===== config.mk =====
export PLATFORM = sky130hd
export DESIGN_NAME = dest_reg_bank
export DESIGN_NICKNAME = d
export VERILOG_FILES = /design/src/rtl/dest_reg_pkg.sv /design/src/rtl/dest_reg_bank_ldd_edge.sv /design/src/rtl/dest_reg_bank.sv
export SDC_FILE = /design/constraint.sdc
export NUM_CORES = 1
export LEC_CHECK = 0
export BUFFER_PORTS_ARGS = -buffer_cell sky130_fd_sc_hd__buf_2
export CAP_MARGIN = 40
export CORE_MARGIN = 10
export CORE_UTILIZATION = 51
export CTS_BUF_LIST = sky130_fd_sc_hd__clkbuf_2
export DETAILED_ROUTE_END_ITERATION = 7
export GPL_TIMING_DRIVEN = 0
export PLACE_DENSITY = 0.92
export SYNTH_ARGS = -nofsm -noshare
export SYNTH_HDL_FRONTEND = slang
export SYNTH_SLANG_ARGS = --single-unit
export TNS_END_PERCENT = 10

===== constraint.sdc =====
create_clock -name CLK -period 2.95 [get_ports CLK]
set_input_delay 0.59 -clock CLK [delete_from_list [all_inputs] [get_ports CLK]]
set_output_delay 0.59 -clock CLK [all_outputs]
set_load 0.005 [all_outputs]

===== src/rtl/dest_reg_pkg.sv =====
// dest_reg_pkg: shared sizes, read-select encodings and select helper for the destination register bank
package dest_reg_pkg;
  localparam int DRB_WIDTH = 4;
  localparam int DRB_NREGS = 3;
  localparam logic [1:0] RSEL_R0 = 2'd0;
  localparam logic [1:0] RSEL_R1 = 2'd1;
  localparam logic [1:0] RSEL_R2 = 2'd2;
  localparam logic [1:0] RSEL_NONE = 2'd3;
  function automatic logic isOneHot(input logic [DRB_NREGS-1:0] sel);
    return sel == 3'b001 || sel == 3'b010 || sel == 3'b100;
  endfunction
endpackage


===== src/rtl/dest_reg_bank_ldd_edge.sv =====
// ldd_edge: rising-edge detector for the load strobe; history resets high so a held strobe cannot fire
module ldd_edge (
  input  logic CLK,
  input  logic RST,
  input  logic LDD,
  output logic ldd_rise
);
  logic lddQ;
  // strobe history, forced high in reset so release with LDD high is not an edge
  always_ff @(posedge CLK)
    lddQ <= !RST ? 1'b1 : LDD;
  assign ldd_rise = LDD & ~lddQ;
endmodule


===== src/rtl/dest_reg_bank.sv =====
// dest_reg_bank: three destination registers loaded on LDD rising edge via one-hot select, with status flags
module dest_reg_bank
  import dest_reg_pkg::*;
#(
  parameter int WIDTH = DRB_WIDTH
) (
  input  logic                 CLK,
  input  logic                 RST,
  input  logic                 S0,
  input  logic                 S1,
  input  logic                 S2,
  input  logic                 LDD,
  input  logic [WIDTH-1:0]     D,
  input  logic                 CLRV,
  input  logic [1:0]           RSEL,
  output logic [WIDTH-1:0]     Q,
  output logic [WIDTH-1:0]     R0,
  output logic [WIDTH-1:0]     R1,
  output logic [WIDTH-1:0]     R2,
  output logic [DRB_NREGS-1:0] VALID,
  output logic                 FULL,
  output logic                 ERR
);
  logic [WIDTH-1:0] regs [DRB_NREGS];
  logic [DRB_NREGS-1:0] sel;
  logic lddRise;
  logic legal;
  logic illegal;
  ldd_edge uEdge (
    .CLK     (CLK),
    .RST     (RST),
    .LDD     (LDD),
    .ldd_rise(lddRise)
  );
  assign sel = {S2, S1, S0};
  assign legal = lddRise & isOneHot(sel);
  assign illegal = lddRise & ~isOneHot(sel);
  // capture D into the selected register; registers survive CLRV
  always_ff @(posedge CLK)
    for (int i = 0; i < DRB_NREGS; i++)
      if (!RST) regs[i] <= '0;
      else if (legal && sel[i]) regs[i] <= D;
  // status flags: a write's VALID bit and an illegal-select ERR both win over CLRV
  always_ff @(posedge CLK)
    if (!RST) begin
      VALID <= '0;
      ERR <= 1'b0;
    end else begin
      VALID <= (CLRV ? '0 : VALID) | (legal ? sel : '0);
      ERR <= (ERR & ~CLRV) | illegal;
    end
  assign R0 = regs[0];
  assign R1 = regs[1];
  assign R2 = regs[2];
  assign Q = RSEL == RSEL_R0 ? regs[0] :
             RSEL == RSEL_R1 ? regs[1] :
             RSEL == RSEL_R2 ? regs[2] : '0;
  assign FULL = &VALID;
endmodule


==> out/qor.yml <==
outcome:
  outcome: "finished clean"
min_path:
  hold_depth: 2
  min_path_type: "reg2reg"
drt:
  wl_per_cell_um: 14.1
  antenna_left: 0
  dr_total_vias: 610
  route.detailed.drc: 0
  routed_wl_um: 1630
  first_pass_iters: 4
  vias_per_cell: 5.26
  drt_iter0_drc: 4
clocking:
  numCtsBuffers: 3
  cts_resized: 0
  cts.sink_count: 17
  clock_latency_ps: 270
  tritoncts: "yes"
  clk_pin_slew_worst_paths_ps: 140
  cts_hold_buf: 0
  cts-root-buf: "clkbuf_2"
  cts_setup_buffers: 0
  clockBufferDepth: 2
  h-tree-depth: 1
power_and_ir_drop:
  switching_share: 0.215
  p_sw_uw: 86.7
  power_uw: 404
  power.share.sequential: 0.655
  power_leakage_nw: 0.467
  share_comb_of_total_power: 0.104
  max-vdd-ir-drop_mv: 0.329
  pwr-share-clk: 0.241
  p_int_uw: 317
  power_density_nw_per_um2: 421
setup_path:
  crit_required_ps: 2360
  r2r_cells: 3
  cp.arrival_ps: 1330
  worst-path-max-fanout: 5
  end_kind: "output pin"
  start_kind: "primary input"
  criticalPathCategory: "in2out"
synth:
  synth_simple_gate_area_frac: 0.232
  yosysUniqueCellTypes: 19
  synth_nets: 78
  synth_compound_area_frac: 0.0923
  ys_seq_elements: 17
  yosys-top-cells-count: "12 x and2_1, 12 x edfxtp_1, 8 x o21ai_0, 5 x dfxtp_1, 5 x nand2_1"
  yosysWarnings: 0
  synth.area.top_cells: "edfxtp_1 47%, dfxtp_1 13%, and2_1 9.9%"
  synthCells: 65
  yosys.area_share.adder: 0
  post-synth-top-area-fraction: 0.474
  synth.avg_cell_area_um2: 11.7
  synth-xor-area-share: 0.0115
  synth_top_cell_by_area: "edfxtp_1"
  synthMuxAreaShare: 0.0527
  async_reset_ff_frac: 0
  syn_area_um2: 759
  synth-seq-area-share: 0.606
  synth_top_family_by_area: "simple AND/OR/NAND/NOR gates"
  synth_ff_type: "edfxtp_1"
  synth_enable_flop_cells: 12
timing:
  fmax_ghz: 0.522
  maxSlewViolCount: 0
  setup_viol: 0
  setup_tns_ps: 0
  slew_headroom: 0.616
  rsz0062_at_grt: "no"
  hold_viol: 0
  skew_ps: 1.28
  worst_slew_pin_slew_ps: 571
  min_period_ps: 1920
  fin_crit_sh: 0.649
place:
  gp_congestion: 0.811
  post-dp-hpwl_um: 1410
  io_buffers: 32
  place_inst: 112
global_routing:
  grt_antenna_before_repair: 0
  grt_overflow: 0
  grt_usage: 0.0955
  grt_pass1_wl_um: 2700
  grt_pass1_vias: 648
  grt_max_degree: 10
die:
  core_um2: 1350
  ios: 34
  dieArea_um2: 3430
  floorplan.initialDensity: 0.563
  die_w_um: 58.6
  num_rows: 13
  die_h_um: 58.6
layout:
  drive_gt1_frac: 0.386
  antenna_cells: 0
  final_cells: 116
  area_growth_pct: 26.2
  fin_nets: 115
run:
  maxCapViolCount: 0
layout make-up:
class | instances | area (um2)
buffer | 1 | 3.75
fill | 112 | 392
multi-input combinational | 47 | 295
clock buffer | 4 | 20.0
timing repair buffer | 32 | 160
tap | 15 | 18.8
sequential | 17 | 460
cell usage in the layout, fill, tap and decap left out, drive strengths merged, types with 3 or more instances in the layout:
cell	Yosys	final
mux2i	4	4
clkbuf	1	5
nand2	5	5
dfxtp	5	5
o21ai	8	8
edfxtp	12	12
nand2b	4	4
buf	0	32
a21o	3	3
and2	12	12
critical path: stages:
cell      delay (ps)
clkbuf_1         240
mux2i_1          270
o21ai_0          100
buf_2            130
power by group through the flow:
stage | clock [mW] | combinational [mW] | sequential (mW)
6_report | 0.0972 | 0.0421 | 0.264
4_1_cts | 0.0985 | 0.0426 | 0.264
2_1_floorplan | 0 | 0.0177 | 0.270
3_3_place_gp | 0 | 0.0407 | 0.270
5_1_grt | 0.116 | 0.0473 | 0.265
3_5_place_dp | 0 | 0.0425 | 0.270
cells by family after synthesis:
kind of cell,count (synthesis)
AO/OA/AOI/OAI,12
XOR/XNOR,1
buffers and inverters,1
flip-flops,17
multiplexers,4
AND/OR/NAND/NOR,30
flip-flops by register name (all words and copies together), names as in the netlist:
register and cells:
uEdge.lddQ 1, ERR 1, VALID 3, regs 12
through the flow:
step / setup slack (ps) / hold WS (ps) / utilization / instance area [um2]
2_1_floorplan: 1240 / 449 / - / 759
3_3_place_gp: 1020 / 440 / 0.695 / 938
3_5_place_dp: 999 / 444 / 0.695 / 938
4_1_cts: 1030 / 478 / 0.710 / 958
5_1_grt: 947 / 495 / 0.710 / 958
6_report: 1030 / 475 / 0.710 / 958
metal layers:
layer	vias up	track usage	wire length [um]
li1	302	-	-
met1	265	0.0951	626
met2	39	0.159	687
met3	4	0.0687	294
met4	0	0.0197	25
met5	-	0	0
worst paths after layout:
path,start,end,slack (ps)
setup / recovery,RSEL[1],Q[1],1030
setup reg to reg,uEdge.lddQ$_SDFF_PN1_,regs[1][0]$_SDFFCE_PN0P_,1400
hold reg to reg,ERR$_SDFF_PN0_,ERR$_SDFF_PN0_,480
hold / removal,ERR$_SDFF_PN0_,ERR$_SDFF_PN0_,480
(Power assumes the default switching activity.)
